## src/rtl/bcd2bin_converter_4.sv

```systemverilog
// -----------------------------------------------------------------------------
// bcd2bin_converter_4
//
// Sequential 4-digit BCD to unsigned binary converter (reverse double-dabble).
// One shift/correct step per clock; OUTPUT_BIT_WIDTH steps per conversion.
// This is the inverse of the 4-digit binary-to-BCD converter.
//
// Parameters:
//   OUTPUT_BIT_WIDTH  width of the binary result and the iteration count
//                     (>= 14, since 9999 < 2^14)
//
// Ports:
//   Clk              system clock, rising edge
//   nReset           asynchronous active-low reset
//   Start            conversion request, accepted in IDLE or DONE
//   Digit3..Digit0   packed BCD digits, thousands..units, bit 0 is the MSB
//   Output           binary result, updated only on entry to DONE
//   Busy             high while iterating
//   Done             one-cycle pulse when Output has been updated
//   Error            invalid-digit flag, valid together with Done
//
// Optional feature macro: BCD2BIN_INPUT_CHECK_EN
//   Defined   : a digit > 9 at the Start edge skips the iterations, the next
//               cycle is DONE with Error=1 and Output=0.
//   Undefined : Error is tied low and invalid digits run the normal algorithm.
//
// state  | meaning
// -------+-------------------------------------------------------------
// IDLE   | waiting for Start
// SHIFT  | iterating, one shift/correct step per clock
// DONE   | Output just updated, Done pulse; Start here reloads directly
// -----------------------------------------------------------------------------
module bcd2bin_converter_4 #(
  parameter int OUTPUT_BIT_WIDTH = 14
) (
  input  logic                        Clk,
  input  logic                        nReset,
  input  logic                        Start,
  input  logic [0:3]                  Digit3,
  input  logic [0:3]                  Digit2,
  input  logic [0:3]                  Digit1,
  input  logic [0:3]                  Digit0,
  output logic [OUTPUT_BIT_WIDTH-1:0] Output,
  output logic                        Busy,
  output logic                        Done,
  output logic                        Error
);

  localparam int W  = OUTPUT_BIT_WIDTH;
  localparam int CW = $clog2(W + 1);
  localparam logic [CW-1:0] CNT_LOAD = CW'(W);
  localparam logic [CW-1:0] CNT_ONE  = CW'(1);

  typedef enum logic [1:0] {
    ST_IDLE  = 2'd0,
    ST_SHIFT = 2'd1,
    ST_DONE  = 2'd2
  } state_t;

  state_t state, state_nxt;

  // Work register: BCD part on the left, binary part on the right.
  logic [15:0]   bcd_q;
  logic [W-1:0]  bin_q;
  logic [CW-1:0] cnt_q;

  logic [15:0]   bcd_in;
  logic [15:0]   bcd_sh;
  logic [15:0]   bcd_step;
  logic [W-1:0]  bin_step;
  logic          start_ok;
  logic          last_step;
  logic          digit_bad;

  // Concatenating the [0:3] digits keeps each digit's MSB on the left.
  assign bcd_in    = {Digit3, Digit2, Digit1, Digit0};
  assign start_ok  = Start && ((state == ST_IDLE) || (state == ST_DONE));
  assign last_step = (cnt_q == CNT_ONE);

  // One reverse double-dabble step: shift {bcd,bin} right by one, then pull
  // every BCD digit that landed at >= 8 back down by 3 (all digits at once).
  assign bcd_sh   = {1'b0, bcd_q[15:1]};
  assign bin_step = {bcd_q[0], bin_q[W-1:1]};

  always_comb begin
    bcd_step = bcd_sh;
    for (int i = 0; i < 4; i++) begin
      if (bcd_sh[4*i +: 4] >= 4'd8) begin
        bcd_step[4*i +: 4] = bcd_sh[4*i +: 4] - 4'd3;
      end
    end
  end

`ifdef BCD2BIN_INPUT_CHECK_EN
  logic err_q;

  assign digit_bad = (Digit3 > 4'd9) || (Digit2 > 4'd9) ||
                     (Digit1 > 4'd9) || (Digit0 > 4'd9);

  // Error is re-evaluated on every accepted Start and held until the next one.
  always_ff @(posedge Clk or negedge nReset) begin
    if (!nReset) begin
      err_q <= 1'b0;
    end else if (start_ok) begin
      err_q <= digit_bad;
    end
  end

  assign Error = err_q;
`else
  assign digit_bad = 1'b0;
  assign Error     = 1'b0;
`endif

  // ---------------------------------------------------------------------------
  // FSM: state register
  // ---------------------------------------------------------------------------
  always_ff @(posedge Clk or negedge nReset) begin
    if (!nReset) begin
      state <= ST_IDLE;
    end else begin
      state <= state_nxt;
    end
  end

  // ---------------------------------------------------------------------------
  // FSM: next-state logic
  // ---------------------------------------------------------------------------
  always_comb begin
    state_nxt = state;
    case (state)
      ST_IDLE, ST_DONE: begin
        if (Start) begin
          state_nxt = digit_bad ? ST_DONE : ST_SHIFT;
        end else begin
          state_nxt = ST_IDLE;
        end
      end
      ST_SHIFT: begin
        if (last_step) begin
          state_nxt = ST_DONE;
        end
      end
      default: state_nxt = ST_IDLE;
    endcase
  end

  // ---------------------------------------------------------------------------
  // FSM: outputs (Busy and Done decode mutually exclusive states)
  // ---------------------------------------------------------------------------
  always_comb begin
    Busy = 1'b0;
    Done = 1'b0;
    case (state)
      ST_SHIFT: Busy = 1'b1;
      ST_DONE:  Done = 1'b1;
      default: begin
        Busy = 1'b0;
        Done = 1'b0;
      end
    endcase
  end

  // ---------------------------------------------------------------------------
  // Datapath: work register, iteration counter and result register
  // ---------------------------------------------------------------------------
  always_ff @(posedge Clk or negedge nReset) begin
    if (!nReset) begin
      bcd_q  <= '0;
      bin_q  <= '0;
      cnt_q  <= '0;
      Output <= '0;
    end else begin
      case (state)
        ST_IDLE, ST_DONE: begin
          if (Start) begin
            if (digit_bad) begin
              bcd_q  <= '0;
              bin_q  <= '0;
              cnt_q  <= '0;
              Output <= '0;
            end else begin
              bcd_q <= bcd_in;
              bin_q <= '0;
              cnt_q <= CNT_LOAD;
            end
          end
        end
        ST_SHIFT: begin
          bcd_q <= bcd_step;
          bin_q <= bin_step;
          cnt_q <= cnt_q - CNT_ONE;
          // The result of the final step is captured as DONE is entered,
          // so Output never shows partial values.
          if (last_step) begin
            Output <= bin_step;
          end
        end
        default: begin
          bcd_q <= bcd_q;
        end
      endcase
    end
  end

endmodule

```

## config.mk

```make
export PLATFORM = sky130hd
export DESIGN_NAME = bcd2bin_converter_4
export DESIGN_NICKNAME = d
export VERILOG_FILES = /design/src/rtl/bcd2bin_converter_4.sv
export SDC_FILE = /design/constraint.sdc
export NUM_CORES = 1
export LEC_CHECK = 0
export ABC_AREA = 1
export CAP_MARGIN = 20
export CELL_PAD_IN_SITES_DETAIL_PLACEMENT = 2
export CELL_PAD_IN_SITES_GLOBAL_PLACEMENT = 2
export CORE_MARGIN = 1.5
export CORE_UTILIZATION = 35
export DETAILED_ROUTE_END_ITERATION = 7
export GPL_ROUTABILITY_DRIVEN = 0
export PLACE_DENSITY = 0.95
export SLEW_MARGIN = 30
export SYNTH_ARGS = -nofsm -noshare
export SYNTH_HDL_FRONTEND = slang
export SYNTH_SLANG_ARGS = --single-unit
```

## constraint.sdc

```tcl
create_clock -name Clk -period 1.7 [get_ports Clk]
set_input_delay 0.17 -clock Clk [delete_from_list [all_inputs] [get_ports Clk]]
set_output_delay 0.17 -clock Clk [all_outputs]
set_load 0.01 [all_outputs]
```

==> flow_summary.toml, run 1 <==
[timing]
finalCritPeriodShare = 0.960
slew_violations = 0
final.setup_skew_ns = 0.00398
setup_viol_count_final = 0
setup_ws_ns = 0.0679
hold_viol = 0
fmax_mhz = 613
tns_ns = 0
hold_slack_ns = 0.385
period_minus_slack_ns = 1.63

[clocking]
clk_latency_ns = 0.29
clockRootBuffer = "clkbuf_8"
cts_sinks = 49
cts_made_buffers = 5
htree_levels = 2
clk_pin_slew_ns = 0.09
ctsResizeCount = 0
clk_path_buf_depth = 2
cts_tree = "built"

[floorplan]
dieArea_sq_mm = 0.00718
die_width_um = 84.7
coreArea_sq_mm = 0.00639
die_y_um = 84.7
row_count = 29
num_io_pins = 36
start_util = 0.366

[setup_path]
startpoint = "state[0]$_DFFE_PN0P_"
worst-setup-path-type = "reg -> out"
r2r_start = "state[0]$_DFFE_PN0P_"
cp_data_required_time_ns = 1.53
rr_endpoint = "Output[2]$_DFFE_PN0P_"
cp-end-kind = "primary output"
r2r_cells = 7
critPathMaxFanout = 3
r2r_setup_slack_ns = 0.25
arrival_ns = 1.46
crit_end = "Busy"
cp-start-kind = "flip-flop"

[pwr]
pwr-share-comb = 0.451
power.share.clock = 0.155
p_sw_mw = 2.15
p_per_area_mw_per_mm2 = 1850
ir_drop_uv = 674
switching_share = 0.409
power_frac_seq = 0.394
p_int_mw = 3.11
power.leakage_nw = 1.41

[finish]
nets = 331
syn_to_final_growth_pct = 21.5
final_util = 0.445
drive_gt1_frac = 0.0921
final_area_sq_mm = 0.00284
antenna_cells = 0
fill_cells = 719

[logic_synthesis]
yosys-top-cells-count = "nand2_1, dfrtp_1, inv_1"
synth-simple-area-share = 0.227
synth.area.mux_share = 0
synth-compound-area-share = 0.102
ys.flop_type = "dfrtp_1"
synth_seq_cells = 49
synthDistinctLibCells = 25
synth_most_common_cell = "nand2_1"
synth_seq_area_share = 0.525
async_reset_ff_frac = 1.00
synth-warning-count = 0
synthCells = 265
syn_area_sq_mm = 0.00234
postSynthAreaPerCell_sq_um = 8.82
synth_xor_area_frac = 0
synth_top_cell_by_area = "dfrtp_1"
yosysTopAreaCellShare = 0.525
synth_nets = 292
synth_top_family_by_area = "simple AND/OR/NAND/NOR gates"
synth.area.top_cells = "dfrtp_1, nand2_1, inv_1"
synth-adder-area-share = 0.0428
synth-edff-count = 0

[place]
dpl_cell_area_sq_mm = 0.00272
dpl.hpwl_mm = 4.35
port_buffers = 34
place_ws_ns = 0.204

[worst_hold_path]
min_path_type = "in -> async"

[routing]
wl_mm = 6.13
drc = 0
vias_per_cell = 5.04
ant_nets = 0
dr.first_iter.drc_count = 33
routedWlPerCell_um = 16.1
vias = 1922
drt-pass1-iter-count = 4

[grt]
overflow = 0
antenna_found_initial = 0
grt_usage = 0.187
grt_pass1_wl_mm = 10.7
grt_max_degree = 50
grt_pass1_vias = 2135

[outcome]
status = "complete, no violations"

[job]
drv_cap = 0
## repair_timing
action                     4_1_cts  5_1_grt
setup endpoints to repair        0        1
hold buffers                     1        0
buffers inserted                 0        1
hold endpoints to repair        49        0
## worst min-delay path by stage
stage               slack, ns               endpoint  cells past startpoint  startpoint
finish                   0.38  Output[3]$_DFFE_PN0P_                      3      nReset
global route             0.40  Output[3]$_DFFE_PN0P_                      3      nReset
CTS                      0.40  Output[3]$_DFFE_PN0P_                      3      nReset
detailed placement       0.19  Output[3]$_DFFE_PN0P_                      2      nReset
global placement         0.18  Output[3]$_DFFE_PN0P_                      2      nReset
floorplan               -0.13  Output[0]$_DFFE_PN0P_                      0      nReset
## worst max-delay path, cell delays in order, from the launching register on
cell             delay, ns
dfrtp_1               0.40
inv_2                 0.08
nor2_4                0.12
clkdlybuf4s50_1       0.57
## cells by family (layout without fill, tap and decap cells)
logic type,after synthesis,in the layout
fa+ha+maj,8,8
flops,49,49
buf+inv,45,84
compound gates,39,39
simple gates,123,123
other cells,1,1
## power groups by stage
stage / Clock, mW / Sequential [mW] / Combinational, mW
after global placement: 0 / 2.05 / 2.15
after floorplan: 0 / 2.05 / 1.53
after CTS: 0.834 / 2.09 / 2.40
final: 0.816 / 2.08 / 2.37
after detailed placement: 0 / 2.10 / 2.35
after global routing: 0.881 / 2.14 / 2.70
## layout by cell type, fill, tap and decap left out, types with 2 or more instances in the layout
cell type and count:
a21oi_1 4, buf_4 6, clkbuf_8 5, clkdlybuf4s50_1 33, dfrtp_1 49, ha_1 8
inv_1 33, inv_2 2, nand2_1 76, nand2_2 3, nand3_1 19, nand3b_1 3
nor2_1 15, nor3_1 4, o21ai_0 9, o21ai_1 5, o21ai_2 5, o21bai_1 3
o22ai_1 13
## routing by layer
metal	share of wire	vias up	global-route usage
met5	0	-	0
met4	0.0024	0	0.0308
met3	0.020	2	0.0236
met2	0.55	29	0.356
met1	0.43	982	0.228
li1	-	909	-
## flip-flops by register name (all words and copies together), names as in the netlist
name    cells
bin_q      13
cnt_q       4
Output     14
state       2
bcd_q      16
## per-stage QoR
stage	power, mW	cells
CTS	5.33	380
detailed placement	4.46	372
global route	5.72	381
floorplan	3.58	265
finish	5.26	381
global placement	4.20	372
## area by class of cell
type                       instances  area [sq um]  share of cell area
clock buffer                       5          68.8              0.0242
clock inverter                     2          35.0              0.0123
inverter                          35           131              0.0463
multi-input combinational        171           872               0.307
sequential                        49          1230               0.432
tap                               77          96.3              0.0339
timing repair buffer              42           410               0.144
(Power assumes the default switching activity.)
==> inputs of run 2 (changes only) <==
--- a/config.mk
+++ b/config.mk
@@ -6,14 +6,14 @@
 export NUM_CORES = 1
 export LEC_CHECK = 0
 export ABC_AREA = 1
-export CAP_MARGIN = 20
 export CELL_PAD_IN_SITES_DETAIL_PLACEMENT = 2
 export CELL_PAD_IN_SITES_GLOBAL_PLACEMENT = 2
 export CORE_MARGIN = 1.5
-export CORE_UTILIZATION = 35
+export CORE_UTILIZATION = 40
 export DETAILED_ROUTE_END_ITERATION = 7
+export DONT_BUFFER_PORTS = 1
 export GPL_ROUTABILITY_DRIVEN = 0
-export PLACE_DENSITY = 0.95
+export PLACE_DENSITY = 0.93
 export SLEW_MARGIN = 30
 export SYNTH_ARGS = -nofsm -noshare
 export SYNTH_HDL_FRONTEND = slang
==> run 2 against run 1 <==
- first-iteration DRC count increased by 52%
- fmax increased by 9.4%
- sequential power increased by 3%
- setup slack improved by 0.14 ns
- routed wire length decreased by 5.4%
- via count decreased by 5.7%
- combinational power decreased by 20%
- sequential share of layout area increased by 4.6 points
- final area decreased by 9.7%
- global-route usage increased by 1.6 points
- core utilization increased by 1.5 points
==> flow_summary.toml, run 2 (same netlist as run 1, synthesis figures left out) <==
[outcome]
status = "complete, no violations"

[finish]
top_regs = "bcd_q (16), Output (14), bin_q (13)"
final_util = 0.460
mostFrequentLayoutCell = "nand2_1"
largest_reg_flops = 16
nets = 304
regMostFlops = "bcd_q"
syn_to_final_growth_pct = 9.74
fill_cells = 627
drive_gt1_frac = 0.0899
final_cell_mix = "nand2_1, dfrtp_1, inv_1, nand3_1, nor2_1"
antenna_cells = 0

[grt]
grt_pass1_vias = 2024
grt_usage = 0.204
grt_pass1_wl_mm = 9.86
antenna_found_initial = 0
grt_max_degree = 50
overflow = 0

[timing]
rsz0062_at_grt = "false"
final.setup_skew_ns = 0.00944
hold_viol = 0
period_minus_slack_ns = 1.49
tns_ns = 0
setup_ws_ns = 0.208
hold_slack_ns = 0.00804
fmax_mhz = 670
setup_viol_count_final = 0
finalCritPeriodShare = 0.878
slew_violations = 0

[pwr]
p_per_area_mw_per_mm2 = 1850
power.leakage_nw = 1.29
ir_drop_uv = 614

[routing]
ant_nets = 0
drc = 0
vias = 1813
vias_per_cell = 5.18
routedWlPerCell_um = 16.6
dr.first_iter.drc_count = 50
wl_mm = 5.80
drt-pass1-iter-count = 4

[floorplan]
die_width_um = 79.4
start_util = 0.419
dieArea_sq_mm = 0.00631
num_io_pins = 36
coreArea_sq_mm = 0.00557
die_y_um = 79.4
row_count = 27

[place]
port_buffers = 0
place_ws_ns = 0.313
dpl.hpwl_mm = 3.89

[clocking]
cts_made_buffers = 5
clk_pin_slew_ns = 0.09
clockRootBuffer = "clkbuf_8"
htree_levels = 2
cts_setup_buffers = 0
cts_sinks = 49
clk_path_buf_depth = 2
ctsResizeCount = 0
cts_tree = "built"
ctsHoldBuffers = 11
clk_latency_ns = 0.31

[worst_hold_path]
min_path_type = "in -> reg"
hp-start = "Digit1[3]"
worst_hold_path.num_cells = 2
min_to = "bcd_q[4]$_DFFE_PN0P_"

[setup_path]
r2r_setup_slack_ns = 0.28
rr_endpoint = "Output[0]$_DFFE_PN0P_"
cp-start-kind = "flip-flop"
arrival_ns = 1.32
r2r_start = "cnt_q[1]$_DFFE_PN0P_"
r2r_cells = 6
critPathMaxFanout = 20
cp-end-kind = "primary output"
cp_data_required_time_ns = 1.53
worst-setup-path-type = "reg -> out"

[job]
drv_cap = 0
==> run 2: cell types whose count changed in the layout (fill, tap and decap cells not counted), sizes merged <==
cell	change
clkinv	-1
buf	-3
clkbuf	+1
bufinv	-1
clkinvlp	+2
clkdlybuf4s50	-33
dlygate4sd3	+9
==> run 2: metal layers <==
metal  vias up  share of wire  GRT usage
li1        861              -          -
met1       915           0.41      0.237
met4         0          0.013     0.0579
met5         -              0          0
met3         7          0.036     0.0446
met2        30           0.54      0.372
==> run 2: report_power, final <==
group | leakage (nW) | switching (mW) | internal [mW] | total, mW
sequential | 0.613 | 0.466 | 1.69 | 2.15
combinational | 0.642 | 1.20 | 0.689 | 1.89
clock | 0.0374 | 0.417 | 0.291 | 0.708
==> run 2: how the worst max path moves through the flow <==
stage	endpoint	startpoint	cells past startpoint	slack [ns]
after floorplan	Output[6]$_DFFE_PN0P_	cnt_q[1]$_DFFE_PN0P_	7	0.51
after global placement	Output[3]$_DFFE_PN0P_	cnt_q[1]$_DFFE_PN0P_	6	0.40
after detailed placement	Output[3]$_DFFE_PN0P_	cnt_q[1]$_DFFE_PN0P_	5	0.31
after CTS	Busy	state[0]$_DFFE_PN0P_	3	0.19
after global routing	Busy	state[0]$_DFFE_PN0P_	3	0.12
final	Busy	state[0]$_DFFE_PN0P_	3	0.21
==> run 2: critical path, cell delays in order (launching register included) <==
cell     delay (ns)
dfrtp_1        0.42
inv_2          0.08
nor2_4         0.21
buf_4          0.30
==> run 2: layout make-up <==
class	count	area, sq um	share of cell area
clock buffer	6	72.6	0.0283
timing repair buffer	15	158	0.0615
multi-input combinational	171	872	0.340
tap	72	90.1	0.0351
clock inverter	2	15.0	0.00585
inverter	35	131	0.0512
sequential	49	1230	0.478
==> run 2: per-stage QoR <==
stage / instance area, sq um / power [mW] / instances
floorplan: 2340 / 3.58 / 265
finish: 2560 / 4.75 / 350
global route: 2560 / 5.21 / 350
CTS: 2560 / 4.83 / 350
detailed placement: 2350 / 4.04 / 331
global placement: 2350 / 3.83 / 331
==> inputs of run 3 (changes only) <==
--- a/config.mk
+++ b/config.mk
@@ -5,7 +5,7 @@
 export SDC_FILE = /design/constraint.sdc
 export NUM_CORES = 1
 export LEC_CHECK = 0
-export ABC_AREA = 1
+export ABC_AREA = 0
 export CELL_PAD_IN_SITES_DETAIL_PLACEMENT = 2
 export CELL_PAD_IN_SITES_GLOBAL_PLACEMENT = 2
 export CORE_MARGIN = 1.5
@@ -13,7 +13,7 @@
 export DETAILED_ROUTE_END_ITERATION = 7
 export DONT_BUFFER_PORTS = 1
 export GPL_ROUTABILITY_DRIVEN = 0
-export PLACE_DENSITY = 0.93
+export PLACE_DENSITY = 0.87
 export SLEW_MARGIN = 30
 export SYNTH_ARGS = -nofsm -noshare
 export SYNTH_HDL_FRONTEND = slang
==> constraint.sdc (replaced) <==
create_clock -name Clk -period 1.8 [get_ports Clk]
set_input_delay 0.18 -clock Clk [delete_from_list [all_inputs] [get_ports Clk]]
set_output_delay 0.18 -clock Clk [all_outputs]
set_load 0.01 [all_outputs]
==> run 3 against run 2 <==
- clock power down 5.2%
- final area down 5.4%
- worst hold slack better by 0.010 ns
- core utilization down 1.4 points
- combinational power down 18%
- die area down 4.0%
- first-iteration DRC count down 20%
- sequential share of layout area up 2.7 points
- critical endpoint is now Output[8]$_DFFE_PN0P_
- highest routed layer unchanged
==> flow_summary.toml, run 3 <==
[timing]
slew_violations = 0
final.setup_skew_ns = 0.00734
finalCritPeriodShare = 0.901
setup_viol_count_final = 0
tns_ns = 0
maxSlewHeadroom = 0.538
hold_viol = 0
rsz0062_at_grt = "false"
setup_ws_ns = 0.178
worst_pin_slew_ns = 0.692
fmax_mhz = 617
period_minus_slack_ns = 1.62

[worst_hold_path]
min_to = "bcd_q[12]$_DFFE_PN0P_"
hp-start = "Digit3[3]"
worst_hold_path.num_cells = 2
min_path_type = "in -> reg"

[grt]
grt_pass1_vias = 1633
grt_usage = 0.182
grt_max_degree = 50
overflow = 0
grt_pass1_wl_mm = 8.51
antenna_found_initial = 0

[clocking]
cts_made_buffers = 5
ctsResizeCount = 0
cts_sinks = 49
cts_setup_buffers = 0
clockRootBuffer = "clkbuf_8"
clk_pin_slew_ns = 0.10
cts_tree = "built"
clk_latency_ns = 0.30
ctsHoldBuffers = 2
htree_levels = 2
clk_path_buf_depth = 2

[finish]
nets = 219
top_regs = "bcd_q (16), Output (14), bin_q (13)"
mostFrequentLayoutCell = "dfrtp_1"
largest_reg_flops = 16
antenna_cells = 0
final_util = 0.446
final_area_sq_mm = 0.00243
regMostFlops = "bcd_q"
drive_gt1_frac = 0.166
final_cell_mix = "dfrtp_1, nand2_1, a22o_1, a31oi_1"
syn_to_final_growth_pct = 8.26

[routing]
dr.first_iter.drc_count = 40
ant_nets = 0
vias_per_cell = 5.53
route.met2.wl_mm = 2.68
dr.max_layer_used = "met4"
vias = 1465
wl_met3_um = 123
routedWlPerCell_um = 19.1
wl_met1_mm = 2.19
wl_mm = 5.07
drt-pass1-iter-count = 4
drc = 0

[logic_synthesis]
postSynthAreaPerCell_sq_um = 11.8
synth_top_family_by_area = "compound AO/OA/AOI/OAI gates"
syn_area_sq_mm = 0.00224
synth_top_cell_by_area = "dfrtp_1"
synth-warning-count = 0
async_reset_ff_frac = 1.00
synth-edff-count = 0
synth_most_common_cell = "dfrtp_1"
yosysTopAreaCellShare = 0.547
synth-compound-area-share = 0.138
synth_nets = 217
synth-simple-area-share = 0.0983
synthDistinctLibCells = 34
synthCells = 190
yosys-top-cells-count = "dfrtp_1, nand2_1, a22o_1"
synth.area.top_cells = "dfrtp_1, mux2_4, a22o_1"
synth_seq_area_share = 0.547
synth-adder-area-share = 0.0447
synth_seq_cells = 49
ys.flop_type = "dfrtp_1"
synth.area.mux_share = 0.0944
synth_xor_area_frac = 0.0235

[setup_path]
critPathMaxFanout = 15
cp-end-kind = "flip-flop"
r2r_cells = 5
cp-start-kind = "flip-flop"
r2r_setup_slack_ns = 0.18
arrival_ns = 1.82
rr_endpoint = "Output[8]$_DFFE_PN0P_"
cp_data_required_time_ns = 2.00
worst-setup-path-type = "reg -> reg"
r2r_start = "cnt_q[1]$_DFFE_PN0P_"

[place]
place_ws_ns = 0.174
port_buffers = 0
dpl_cell_area_sq_mm = 0.00229
dpl.hpwl_mm = 3.40

[job]
drv_cap = 0

[floorplan]
num_io_pins = 36
die_y_um = 77.9
start_util = 0.412
row_count = 27
coreArea_sq_mm = 0.00544
die_width_um = 77.9
dieArea_sq_mm = 0.00606

[pwr]
p_per_area_mw_per_mm2 = 1780
power.leakage_nw = 1.16
ir_drop_uv = 655
p_total_mw = 4.32

[outcome]
status = "complete, no violations"
==> run 3: cell count changes in the layout (fill, tap and decap cells not counted), moves of 10 or more <==
cell / delta
nand2_1: -53
nand3_1: -16
inv_1: -24
a31oi_1: +10
a22o_1: +14
o22ai_1: -10
==> run 3: layout make-up <==
cell class / count / area, sq um
multi-input combinational: 119 / 898
clock buffer: 5 / 68.8
tap: 72 / 90.1
fill: 547 / 3010
timing repair buffer: 7 / 75.1
clock inverter: 3 / 25.0
inverter: 10 / 42.5
sequential: 49 / 1230
==> run 3: layer usage <==
layer,vias to the layer above,global-route usage
met5,-,0
met4,0,0.0527
met3,7,0.0412
met2,19,0.319
met1,778,0.223
li1,661,-
==> run 3: worst max-delay path, stage by stage, from the launching register on <==
cell and delay, ns:
dfrtp_1 0.40, inv_1 0.12, ha_1 0.17, nor3b_2 0.26, nand2_4 0.22, mux2_4 0.35
==> run 3: worst max-delay path by stage <==
stage	start	to	cells after the start
6_report	cnt_q[1]$_DFFE_PN0P_	Output[8]$_DFFE_PN0P_	5
5_1_grt	cnt_q[1]$_DFFE_PN0P_	Output[6]$_DFFE_PN0P_	5
4_1_cts	cnt_q[1]$_DFFE_PN0P_	Output[1]$_DFFE_PN0P_	5
3_5_place_dp	cnt_q[1]$_DFFE_PN0P_	Output[8]$_DFFE_PN0P_	5
3_3_place_gp	cnt_q[1]$_DFFE_PN0P_	Output[1]$_DFFE_PN0P_	5
2_1_floorplan	cnt_q[1]$_DFFE_PN0P_	Output[1]$_DFFE_PN0P_	6
==> run 3: metrics by stage <==
step                hold slack [ns]  std cells
finish                       0.0182        265
global route                 0.0111        265
CTS                         0.00947        265
global placement             -0.115        255
detailed placement           -0.115        255
floorplan                    -0.116        190
==> run 3: power by group <==
group	switching, mW	total, mW	internal, mW
Sequential	0.519	2.10	1.58
Clock	0.390	0.671	0.281
Combinational	0.781	1.55	0.767
Total	1.69	4.32	2.63
==> run 3: logic make-up (layout without fill, tap and decap cells) <==
kind of cell,count (synthesis),in the layout
and+or+nand+nor,47,47
adders and majority gates,8,8
xor gates and xnor gates,6,6
other,1,1
muxes,16,16
DFF,49,49
AOI/OAI and AO/OA,41,41
buffers and inverters,22,25
